[src/rtl/divider_pkg.sv]
// Shared definitions for the iterative restoring divider: state encoding,
// iteration count and iteration counter width.
package divider_pkg;

  localparam int DIV_ITER  = 32;
  localparam int DIV_CNT_W = 6;

  typedef enum logic [1:0] {
    DIV_IDLE = 2'd0,
    DIV_BUSY = 2'd1,
    DIV_ZERO = 2'd2,
    DIV_DONE = 2'd3
  } div_state_e;

endpackage

[src/rtl/divider_if.sv]
// Execute-stage to divider connection: request operands, flush, and the
// {HI, LO} result with its completion pulse and pipeline stall request.
interface divider_if #(
  parameter int WIDTH = 32
) ();

  logic               start;
  logic               signed_div;
  logic               annul;
  logic [WIDTH-1:0]   a;
  logic [WIDTH-1:0]   b;
  logic [2*WIDTH-1:0] result;
  logic               ready;
  logic               div_stall;

  modport master (
    output start, signed_div, annul, a, b,
    input  result, ready, div_stall
  );

  modport slave (
    input  start, signed_div, annul, a, b,
    output result, ready, div_stall
  );

endinterface

[src/rtl/divider_iter.sv]
// One radix-2 restoring step: shift the next dividend bit into the partial
// remainder, subtract the divisor when it fits, and record the quotient bit.
// The stored remainder is always below the divisor, so it fits in WIDTH bits;
// only the shifted value needs the extra bit.
module divider_iter #(
  parameter int WIDTH = 32
) (
  input  logic [WIDTH-1:0] r_i,
  input  logic [WIDTH-1:0] q_i,
  input  logic [WIDTH-1:0] d_i,
  output logic [WIDTH-1:0] r_o,
  output logic [WIDTH-1:0] q_o
);

  logic [WIDTH:0] r_shift_s;
  logic [WIDTH:0] d_ext_s;

  // Shift-compare-subtract for a single quotient bit.
  always_comb begin
    r_shift_s = {r_i, q_i[WIDTH-1]};
    d_ext_s   = {1'b0, d_i};
    if (r_shift_s >= d_ext_s) begin
      r_o = WIDTH'(r_shift_s - d_ext_s);
      q_o = {q_i[WIDTH-2:0], 1'b1};
    end else begin
      r_o = r_shift_s[WIDTH-1:0];
      q_o = {q_i[WIDTH-2:0], 1'b0};
    end
  end

endmodule

[src/rtl/divider.sv]
// Iterative radix-2 restoring divider for MIPS DIV/DIVU. Works on operand
// magnitudes and fixes the signs of quotient and remainder on the final step.
module divider
  import divider_pkg::*;
#(
  parameter int WIDTH = DIV_ITER
) (
  input  logic      clk,
  input  logic      rst,
  divider_if.slave  dif
);

  localparam logic [DIV_CNT_W-1:0] LAST_CNT = DIV_CNT_W'(WIDTH - 1);

  div_state_e           state_q, state_d;
  logic [DIV_CNT_W-1:0] cnt_q, cnt_d;
  logic [WIDTH-1:0]     r_q, r_d;
  logic [WIDTH-1:0]     q_q, q_d;
  logic [WIDTH-1:0]     bmag_q, bmag_d;
  logic                 sdiv_q, sdiv_d;
  logic                 sa_q, sa_d;
  logic                 sb_q, sb_d;
  logic [2*WIDTH-1:0]   result_q, result_d;

  logic [WIDTH-1:0]     r_n_s;
  logic [WIDTH-1:0]     q_n_s;
  logic                 ready_s;

  // Two's-complement negate when requested; the most negative value wraps to itself.
  function automatic logic [WIDTH-1:0] cond_neg(input logic [WIDTH-1:0] v, input logic neg);
    if (neg) begin
      cond_neg = -v;
    end else begin
      cond_neg = v;
    end
  endfunction

  divider_iter #(.WIDTH(WIDTH)) u_iter (
    .r_i (r_q),
    .q_i (q_q),
    .d_i (bmag_q),
    .r_o (r_n_s),
    .q_o (q_n_s)
  );

  // Next-state and datapath updates; a flush always wins and leaves the result alone.
  always_comb begin
    state_d  = state_q;
    cnt_d    = cnt_q;
    r_d      = r_q;
    q_d      = q_q;
    bmag_d   = bmag_q;
    sdiv_d   = sdiv_q;
    sa_d     = sa_q;
    sb_d     = sb_q;
    result_d = result_q;
    if (dif.annul) begin
      state_d = DIV_IDLE;
    end else begin
      case (state_q)
        DIV_IDLE: begin
          if (dif.start) begin
            sdiv_d = dif.signed_div;
            sa_d   = dif.a[WIDTH-1];
            sb_d   = dif.b[WIDTH-1];
            q_d    = cond_neg(dif.a, dif.signed_div & dif.a[WIDTH-1]);
            bmag_d = cond_neg(dif.b, dif.signed_div & dif.b[WIDTH-1]);
            r_d    = {WIDTH{1'b0}};
            cnt_d  = {DIV_CNT_W{1'b0}};
            if (dif.b == {WIDTH{1'b0}}) begin
              state_d  = DIV_ZERO;
              result_d = {dif.a, {WIDTH{1'b1}}};
            end else begin
              state_d = DIV_BUSY;
            end
          end else begin
            state_d = DIV_IDLE;
          end
        end
        DIV_BUSY: begin
          r_d   = r_n_s;
          q_d   = q_n_s;
          cnt_d = cnt_q + {{(DIV_CNT_W-1){1'b0}}, 1'b1};
          if (cnt_q == LAST_CNT) begin
            state_d  = DIV_DONE;
            result_d = {cond_neg(r_n_s, sdiv_q & sa_q),
                        cond_neg(q_n_s, sdiv_q & (sa_q ^ sb_q))};
          end else begin
            state_d = DIV_BUSY;
          end
        end
        DIV_ZERO: state_d = DIV_IDLE;
        DIV_DONE: state_d = DIV_IDLE;
        default:  state_d = DIV_IDLE;
      endcase
    end
  end

  // State and datapath registers; reset discards any operation in flight.
  always_ff @(posedge clk or posedge rst) begin
    if (rst) begin
      state_q  <= DIV_IDLE;
      cnt_q    <= {DIV_CNT_W{1'b0}};
      r_q      <= {WIDTH{1'b0}};
      q_q      <= {WIDTH{1'b0}};
      bmag_q   <= {WIDTH{1'b0}};
      sdiv_q   <= 1'b0;
      sa_q     <= 1'b0;
      sb_q     <= 1'b0;
      result_q <= {(2*WIDTH){1'b0}};
    end else begin
      state_q  <= state_d;
      cnt_q    <= cnt_d;
      r_q      <= r_d;
      q_q      <= q_d;
      bmag_q   <= bmag_d;
      sdiv_q   <= sdiv_d;
      sa_q     <= sa_d;
      sb_q     <= sb_d;
      result_q <= result_d;
    end
  end

  // Completion pulse in the presentation states, suppressed by a flush; stall until it.
  always_comb begin
    if ((state_q == DIV_DONE) || (state_q == DIV_ZERO)) begin
      ready_s = ~dif.annul;
    end else begin
      ready_s = 1'b0;
    end
    dif.ready     = ready_s;
    dif.div_stall = dif.start & ~ready_s;
    dif.result    = result_q;
  end

endmodule

[src/flat_wrapper.sv]
// flat-port wrapper written by rule: the top's interface ports become plain ports
module divider_flat import divider_pkg::*;
#(
  parameter int WIDTH = DIV_ITER
)
  (clk, rst, dif_start, dif_signed_div, dif_annul, dif_a, dif_b, dif_result, dif_ready, dif_div_stall);
  divider_if #(.WIDTH(WIDTH)) dif_i ();
  input  logic clk;
  input  logic rst;
  input wire logic [$bits(dif_i.start)-1:0] dif_start;
  input wire logic [$bits(dif_i.signed_div)-1:0] dif_signed_div;
  input wire logic [$bits(dif_i.annul)-1:0] dif_annul;
  input wire logic [$bits(dif_i.a)-1:0] dif_a;
  input wire logic [$bits(dif_i.b)-1:0] dif_b;
  output wire logic [$bits(dif_i.result)-1:0] dif_result;
  output wire logic [$bits(dif_i.ready)-1:0] dif_ready;
  output wire logic [$bits(dif_i.div_stall)-1:0] dif_div_stall;
  assign dif_i.start = dif_start;
  assign dif_i.signed_div = dif_signed_div;
  assign dif_i.annul = dif_annul;
  assign dif_i.a = dif_a;
  assign dif_i.b = dif_b;
  assign dif_result = dif_i.result;
  assign dif_ready = dif_i.ready;
  assign dif_div_stall = dif_i.div_stall;
  divider #(.WIDTH(WIDTH)) u_core (.clk(clk), .rst(rst), .dif(dif_i));
endmodule
[config.mk]
export PLATFORM = sky130hd
export DESIGN_NAME = divider_flat
export DESIGN_NICKNAME = d
export VERILOG_FILES = /design/src/rtl/divider_pkg.sv /design/src/rtl/divider_if.sv /design/src/rtl/divider_iter.sv /design/src/rtl/divider.sv /design/src/flat_wrapper.sv
export SDC_FILE = /design/constraint.sdc
export NUM_CORES = 1
export LEC_CHECK = 0
export ABC_AREA = 1
export ABC_CLOCK_PERIOD_IN_PS = 7000
export CORE_MARGIN = 4
export CORE_UTILIZATION = 40
export DETAILED_ROUTE_END_ITERATION = 12
export GPL_TIMING_DRIVEN = 0
export HOLD_SLACK_MARGIN = 0.1
export PLACE_DENSITY = 0.67
export SYNTH_ARGS = -nofsm -noshare
export SYNTH_HDL_FRONTEND = slang
export SYNTH_SLANG_ARGS = --single-unit
[constraint.sdc]
create_clock -name clk -period 7 [get_ports clk]
set_input_delay 1.4 -clock clk [delete_from_list [all_inputs] [get_ports clk]]
set_output_delay 1.4 -clock clk [all_outputs]
set_load 0.01 [all_outputs]
---- Word-level counts from Yosys, hierarchy flattened ----
Index checks and enable logic that the tools add are counted.
word-level totals
  register bits after elaboration ......... 171
  output and inout bits ................... 66
cells by class
  magnitude comparators ................... 1
  muxes and demuxes ....................... 22
  reduce and logical (&&, ||, !) cells .... 8
  equality and inequality tests ........... 7
  bitwise operators ....................... 8
  $add $sub $neg .......................... 6
operators with widths
  cell                                                             number
  32-bit 2-to-1 mux                                                7
  64-bit 2-to-1 mux                                                3
  32-bit negator                                                   4
  32-bit one-hot mux with 2 select lines                           2
  64-bit one-hot mux with 2 select lines                           1
  33-bit by 32-bit >= comparator with 1-bit output                 1
  32-bit logical NOT                                               1
  32-bit subtractor                                                1
  6-bit one-hot mux with 2 select lines                            1
  2-bit 2-to-1 mux                                                 4
  6-bit by 1-bit adder with 6-bit output, second input constant    1
  6-bit by 5-bit == test with 1-bit output, second input constant  1
  6-bit 2-to-1 mux                                                 1
  2-bit one-hot mux with 3 select lines                            1
  3-bit AND reduction                                              2
  1-bit bitwise AND                                                5
  5-bit AND reduction                                              1
  2-bit == test, second input constant                             2
  2-bit by 1-bit != test with 1-bit output, second input constant  2
  2-bit by 1-bit == test with 1-bit output, second input constant  1
  2-bit logical NOT                                                1
  1-bit 2-to-1 mux                                                 2
  2-bit != test, second input constant                             1
  1-bit inverter                                                   2
  4 further kinds                                                  4

---- Logic depth before layout (Yosys ltp) ----
Gate-level depths: netlist of run 1.
  depth in word-level cells ............... 6
  mapped depth ............................ 28

---- By module ----
Synthesis of run 1 repeated with hierarchy kept, for this count alone.
unflattened totals
  cell total of the unflattened synthesis .. 2396
  area total of the unflattened synthesis .. 14395.1 sq um
by module, submodules not included
  module        cells an instance  times used  sequential area each (sq um)  area each (sq um)
  divider       1713               1           4279.1                        10969.3
  divider_iter  683                1           0.0                           3425.8

---- Least setup slack after synthesis of run 1 ----
No wires, ideal clock.
  path type ............................... flip-flop to flip-flop
  start point ............................. register u_core.r_q[1]
  end point ............................... register u_core.result_q[22] (netlist: u_core.dif.result[22])
  clock period less this slack ............ 3.574 ns
  path slack .............................. 3.426 ns
  arrival ................................. 3.438 ns
  setup time .............................. 0.136 ns
  cell stages (with the launch flop) ...... 28
  path buffers ............................ 1
  data required time ...................... 6.864 ns
  cells stage by stage .................... dfrtp_1 ha_1 nand2_1 nand2_1 nand2_1 nand2_1 nand2_1 nand3_2 nand2_2 nand2_2 nand2_2 nand2_4 buf_8 inv_4 ha_1 nand3_1 nor2_1 nand2_1 nor3_1 nand2_1 nor3_1 nand3_1 nor3_1 nand2_1 o21ai_0 o21ai_0 a21oi_1 o21ai_0
between the ends
  cells in the longest elaborated chain, start to end .. 6
ends and longest elaborated chain
  what                                              line                source
  from (decl)                                       divider.sv:17       logic [WIDTH-1:0] r_q, r_d;
  from (signal assigned)                            divider.sv:104      r_q <= {WIDTH{1'b0}};
  from (signal assigned)                            divider.sv:114      r_q <= r_d;
  33-bit by 32-bit >= comparator with 1-bit output  divider_iter.sv:22  if (r_shift_s >= d_ext_s) begin
  1-bit 2-to-1 mux                                  divider_iter.sv:22
  32-bit negator                                    divider.sv:32       cond_neg = -v;
  32-bit 2-to-1 mux                                 divider.sv:31       if (neg) begin
  64-bit 2-to-1 mux                                 divider.sv:84       if (cnt_q == LAST_CNT) begin
  64-bit one-hot mux with 2 select lines            divider.sv:60       case (state_q)
  to (signal assigned)                              divider.sv:110      result_q <= {(2*WIDTH){1'b0}};
  to (signal assigned)                              divider.sv:120      result_q <= result_d;
  to (decl)                                         divider.sv:23       logic [2*WIDTH-1:0] result_q, result_d;
Every way passes these cells. The select of a mux whose other input is x is not followed.
A chain may end at the register's enable or synchronous reset.

---- Worst setup path after layout of run 1 ----
  start point ............................. input port dif_annul
  end point ............................... register u_core.result_q[29] (netlist: u_core.dif.result[29])
between the ends
  cells in the longest elaborated chain, start to end .. 2
ends and longest elaborated chain
  what                           line                source
  from (decl)                    flat_wrapper.sv:12  input wire logic [$bits(dif_i.annul)-1:0] dif_annul;
  1-bit inverter (no line)       n/a
  5-bit AND reduction (no line)  n/a
Every way passes these cells.

==> results of run 1 <==
[through the flow]
stage | instances | hold slack (ns) | setup TNS [ns] | utilization, % | power, mW
6_report | 2724 | 0.483 | 0 | 48.4 | 6.92
5_1_grt | 2724 | 0.500 | 0 | 48.4 | 7.53
4_1_cts | 2724 | 0.485 | 0 | 48.4 | 6.88
3_5_place_dp | 2693 | 0.468 | 0 | 46.7 | 5.93
3_3_place_gp | 2692 | 0.466 | -310.52 | 46.6 | 5.87
2_1_floorplan | 2116 | 0.449 | 0 | - | 4.48
[state kept, by name (all words and copies together), names as in the netlist]
register and flops:
u_core.bmag_q 32, u_core.sb_q 1, u_core.r_q 32, u_core.cnt_q 6, u_core.sdiv_q 1, u_core.sa_q 1
u_core.dif.result 64, u_core.state_q 2, u_core.q_q 32
[layer usage]
metal,track usage [%],vias up,wire [um]
met5,0,-,0
met4,7.35,0,1150
met3,5.07,77,4130
met2,42.5,617,22100
met1,40.6,6819,23700
li1,-,7055,-
[cell families (layout without fill, tap and decap cells)]
kind of cell             count (synthesis)  after routing  share of synthesized area [%]
AO/OA/AOI/OAI                          303            303                           12.8
XOR/XNOR                                47             47                           3.08
adder cells (fa/ha/maj)                 38             38                           3.62
buffers and inverters                  396            562                           11.5
flip-flops                             171            171                           32.1
AND/OR/NAND/NOR                       1161           1161                           36.9
[cell usage in the layout (no fill, tap or decap), types with 9 or more instances in the layout]
cell type,n
ha_1,37
a31oi_1,16
nand3_1,146
nor3_1,39
o21ai_0,125
o211ai_1,16
inv_1,314
clkbuf_16,17
o21ai_1,14
nor4_1,14
nor2_1,210
o22ai_1,20
nand2_2,15
clkbuf_1,51
clkdlybuf4s50_1,134
dfrtp_1,171
xor2_1,37
nand4_1,23
xnor2_1,10
a21oi_1,80
nand3b_1,9
nand2_1,668
[cells in the mapped netlist (9+ instances only)]
cell      instances
xnor2_1          10
nand3_1         146
clkbuf_1         50
nand3b_1          9
xor2_1           37
dfrtp_1         171
ha_1             37
nor4_1           14
o22ai_1          20
nand2_2          15
nand4_1          23
a21oi_1          80
o21ai_0         125
nor2_1          210
nand2_1         668
a31oi_1          16
o211ai_1         16
o21ai_1          14
inv_1           315
nor3_1           39
[worst min-delay path: stages, from the launching register on]
cell	delay, ns
dfrtp_1	0.34
nand2_1	0.05
nand2_1	0.05
[path summary, 6_finish.rpt]
kind | slack (ns) | endpoint | cells past startpoint | from
min in group asynchronous | 1.45 | u_core.bmag_q[15] | 2 | rst
min | 0.48 | u_core.dif.result[7] | 2 | u_core.dif.result[7]
max in group asynchronous | 4.66 | u_core.q_q[28] | 3 | rst
min reg2reg | 0.48 | u_core.dif.result[7] | 2 | u_core.dif.result[7]
max reg2reg | 2.21 | u_core.dif.result[22] | 25 | u_core.r_q[29]
max | 2.04 | u_core.dif.result[29] | 13 | dif_annul
[power by group]
| group | switching, mW | internal (mW) | leakage (nW) |
|---|---|---|---|
| clock network | 0.438 | 0.499 | 0.262 |
| logic | 2.87 | 1.49 | 5.51 |
| registers | 0.302 | 1.32 | 2.09 |
| total | 3.61 | 3.31 | 7.87 |
[layout make-up]
type	count	share of cell area (%)
flip-flops and latches	171	27.0
inverters	325	7.77
well taps	442	3.49
clock inverters	12	0.719
plain buffers	71	1.96
multi-input cells	1549	47.6
repair buffers	135	8.65
clock buffers	19	2.80
==> flow_summary.toml, run 1 <==
[global_routing]
grt.overflow.total = 0
grt_max_degree = 95
grt_pass1_vias = 13700
track_usage_pct = 27.8
grt_pass1_wl_mm = 78.0
antenna_found_initial = 0

[layout]
seq_area_sq_um = 4280
insertedDiodeCount = 0
nets = 2377
drive_above_1_share_pct = 4.29
synthToLayoutAreaGrowth_pct = 18.6
multiInputGateArea_sq_um = 7530
fillers = 3515
stdcell_area_sq_um = 15800

[clock_tree]
cts_setup_buffers = 0
cts.path.max_buffers = 2
clkTransAtPathRegs_ns = 0.07
cts_buffers = 17
cts_tree = "yes"
cts_htree_levels = 4
insertion_delay_ns = 0.46
post_cts_resized = 0
cts_root_buf = "clkbuf_16"
hold_buffers = 0
cts.sinks = 171

[outcome]
status = "finished, final reports clean"

[run]
cap_violations = 0

[place]
dpl_cell_area_sq_um = 15300
portBuffers = 134
dp_hpwl_mm = 40.8
pre_cts_ws_ns = 1.87
gp_routability_congestion = 0.971

[sta]
period_minus_slack_ns = 4.96
clock_skew_ns = 0.0156
finalSetupViolations = 0
final_max_slew_viol_count = 0
hold_viol = 0
min_period_over_period_pct = 70.9
slew_headroom_pct = 38.5
tightest_slew_ns = 0.923
fmax_mhz = 201
rsz0062_at_grt = "false"
fin_ws_ns = 2.04

[pwr]
power.density_nw_per_um2 = 437
leakagePower_nw = 7.87
irDropWorstVdd_mv = 0.222

[yosys]
yosysTopAreaCellShare_pct = 32.1
ys_seq_area_share_pct = 32.1
yosysWarnings = 0
syn_avg_cell_area_sq_um = 6.31
synth_seq_cells = 171
ys.flop_type = "dfrtp_1"
ys_types = 55
syn_inst = 2116
synth-edff-count = 0
syn-num-nets = 2223
syn_area_sq_um = 13300
async_flop_share_pct = 100
yosys-top-cells-area = "dfrtp_1 32%, nand2_1 19%, inv_1 8.9%"
yosysTopAreaCell = "dfrtp_1"

[floorplanning]
die_area_sq_um = 36300
num_rows = 66
core-area_sq_um = 32700
die_h_um = 191
start_util_pct = 40.8
ios = 135
fp.dieW_um = 191

[routing]
wl_mm = 51.0
drc_errors = 0
wl_per_cell_um = 18.7
via_per_inst = 5.35
first_pass_iters = 6
vias = 14600
drt_iter0_drc = 1572
antenna_left = 0

[setup_path]
crit_chain = "clkdlybuf4s50_1 -> clkinv_1 -> nand2_1 -> o21ai_1 -> inv_2 -> nor3_1 -> inv_1 -> o21ai_0 -> nand2_1 -> inv_2 -> clkbuf_1 -> nand3_1 -> nand2_1"
crit_slowest_cell = "clkbuf_1"
critPathLaunchType = "input port"
cpMostUsedCell = "nand2_1"
cpLargestDelayFamily = "buffers and inverters"
cp-end-kind = "register"
required_ns = 7.39
cp_max_fo = 10
critical_path_buf_inv_count = 6
max_stage_delay_ns = 0.71
crit_arrival_ns = 5.35
critPathKind = "in2reg"

[hold_path]
hold_class = "reg2reg"
Note: power is estimated with default switching activity, not from simulation.
==> run 2: changes to the inputs <==
Settings changed: ABC_CLOCK_PERIOD_IN_PS 7000 to 4890.
Clock period 7 ns to 4.89 ns, I/O delays scaled along.
==> run 2 against run 1 <==
  * Non-clock buffer count is 4 higher
  * Total power is 43% higher
  * Sequential power is 42% higher
==> flow_summary.toml, run 2 (same netlist as run 1, synthesis figures left out) <==
[pwr]
power.density_nw_per_um2 = 622
irDropWorstVdd_mv = 0.333
leakagePower_nw = 7.89
switching_power_mw = 5.19
p_comb_share_pct = 63.1
switching_share_pct = 52.4
p_seq_share_pct = 23.5
p_clk_share_pct = 13.4
p_int_mw = 4.71

[setup_path]
crit_arrival_ns = 4.99
cp_max_fo = 10
critPathKind = "in2reg"
critPathLaunchType = "input port"
required_ns = 5.27
r2r_start = "u_core.bmag_q[4]"
cp-end-kind = "register"
timing.rr.end = "u_core.dif.result[22]"
ff2ff_path_depth = 26
r2r_slack_ns = 0.45

[sta]
clock_skew_ns = 0.0138
tightest_slew_ns = 0.931
finalSetupTns_ns = 0
hold_viol = 0
slew_headroom_pct = 37.9
final_max_slew_viol_count = 0
period_minus_slack_ns = 4.61
whs_ns = 0.481
min_period_over_period_pct = 94.3
fmax_mhz = 217
rsz0062_at_grt = "false"
finalSetupViolations = 0

[floorplanning]
ios = 135
num_rows = 66
die_area_sq_um = 36300
start_util_pct = 40.8
die_h_um = 191
core-area_sq_um = 32700
fp.dieW_um = 191

[routing]
vias = 14700
via_per_inst = 5.39
drt_iter0_drc = 1548
wl_mm = 51.1
drc_errors = 0
first_pass_iters = 5
antenna_left = 0
wl_per_cell_um = 18.7

[global_routing]
use_met2_pct = 43.0
busiest_layer = "met2"
antenna_found_initial = 0
grt_max_degree = 43
grt.overflow.total = 0
grt_pass1_vias = 14100
grt_pass1_wl_mm = 78.3
track_usage_pct = 27.9
grt_use_met1_pct = 38.8
met3_usage_pct = 6.83

[outcome]
status = "finished, final reports clean"

[clock_tree]
cts.sinks = 171
cts_root_buf = "clkbuf_16"
insertion_delay_ns = 0.47
cts_buffers = 17
cts.path.max_buffers = 2
cts_tree = "yes"
cts_htree_levels = 4
cts_setup_buffers = 0
clkTransAtPathRegs_ns = 0.07

[layout]
largest_register_ffs = 64
fin_cells = 2729
insertedDiodeCount = 0
drive_above_1_share_pct = 4.59
final_common_cell = "nand2_1"
fin_util_pct = 48.6
mostFrequentLayoutCells = "668 x nand2_1, 314 x inv_1, 210 x nor2_1"
fillers = 3420
nets = 2381
synthToLayoutAreaGrowth_pct = 19.2

[place]
portBuffers = 134
dp_hpwl_mm = 41.1
gp_routability_congestion = 1.00
placed_cells = 2697

[hold_path]
whs_path_depth = 2
hold-path-endpoint = "u_core.dif.result[25]"
hold_class = "reg2reg"
min_from = "u_core.dif.result[25]"

[run]
cap_violations = 0
==> run 2: cell count changes in the layout (fill, tap and decap cells not counted), sizes merged <==
cell and delta:
buf +4, clkinvlp +2, bufinv -1, clkinv -1
inv +1
==> run 2: how the worst max path moves through the flow <==
stage,cells past startpoint,start,endpoint
floorplan,27,u_core.r_q[1],u_core.dif.result[22]
global placement,2,rst,u_core.bmag_q[4]
detailed placement,13,dif_annul,u_core.dif.result[29]
CTS,26,u_core.bmag_q[2],u_core.dif.result[22]
global route,28,u_core.bmag_q[11],u_core.dif.result[22]
finish,13,dif_annul,u_core.dif.result[29]
==> run 2: worst max-delay path: stages <==
cell and delay, ns:
clkdlybuf4s50_1 0.44, clkinv_1 0.25, nand2_1 0.26, o21ai_1 0.56, inv_2 0.31, nor3_1 0.23, inv_1 0.08, o21ai_0 0.15
nand2_1 0.20, inv_2 0.17, clkbuf_1 0.70, nand3_1 0.47, nand2_1 0.15
==> run 2: power by group through the flow <==
stage / combinational (mW) / sequential (mW) / clock (mW)
floorplan: 4.10 / 2.31 / 0
global placement: 6.07 / 2.33 / 0
detailed placement: 6.14 / 2.33 / 0
CTS: 6.18 / 2.31 / 1.34
global route: 6.99 / 2.38 / 1.41
finish: 6.25 / 2.32 / 1.33
==> run 2: metrics by stage <==
stage / setup slack (ns) / power (mW) / cell area [sq um]
finish: 0.280 / 9.90 / 15900
global route: 0.0423 / 10.8 / 15900
CTS: 0.267 / 9.83 / 15900
detailed placement: 0.146 / 8.48 / 15300
global placement: 0.0937 / 8.40 / 15200
floorplan: 1.32 / 6.41 / 13300
==> run 2: per-layer routing <==
metal	part of all wire, %	routed length (um)
met3	8.8	4510
met4	2.9	1490
met5	0	0
met1	45	23100
met2	43	21900
==> run 2: cell type report <==
| cell class | count | area [sq um] | share of cell area [%] |
|---|---|---|---|
| Buffer | 71 | 310 | 1.95 |
| Clock buffer | 19 | 443 | 2.78 |
| Clock inverter | 13 | 110 | 0.692 |
| Inverter | 325 | 1230 | 7.71 |
| Multi-Input combinational cell | 1549 | 7540 | 47.4 |
| Sequential cell | 171 | 4280 | 26.9 |
| Tap cell | 442 | 553 | 3.48 |
| Timing Repair Buffer | 139 | 1440 | 9.06 |
==> run 2: repair_timing <==
item,CTS,global route
hold buffers,0,0
endpoints found under the setup margin,0,2
resized for setup,0,2
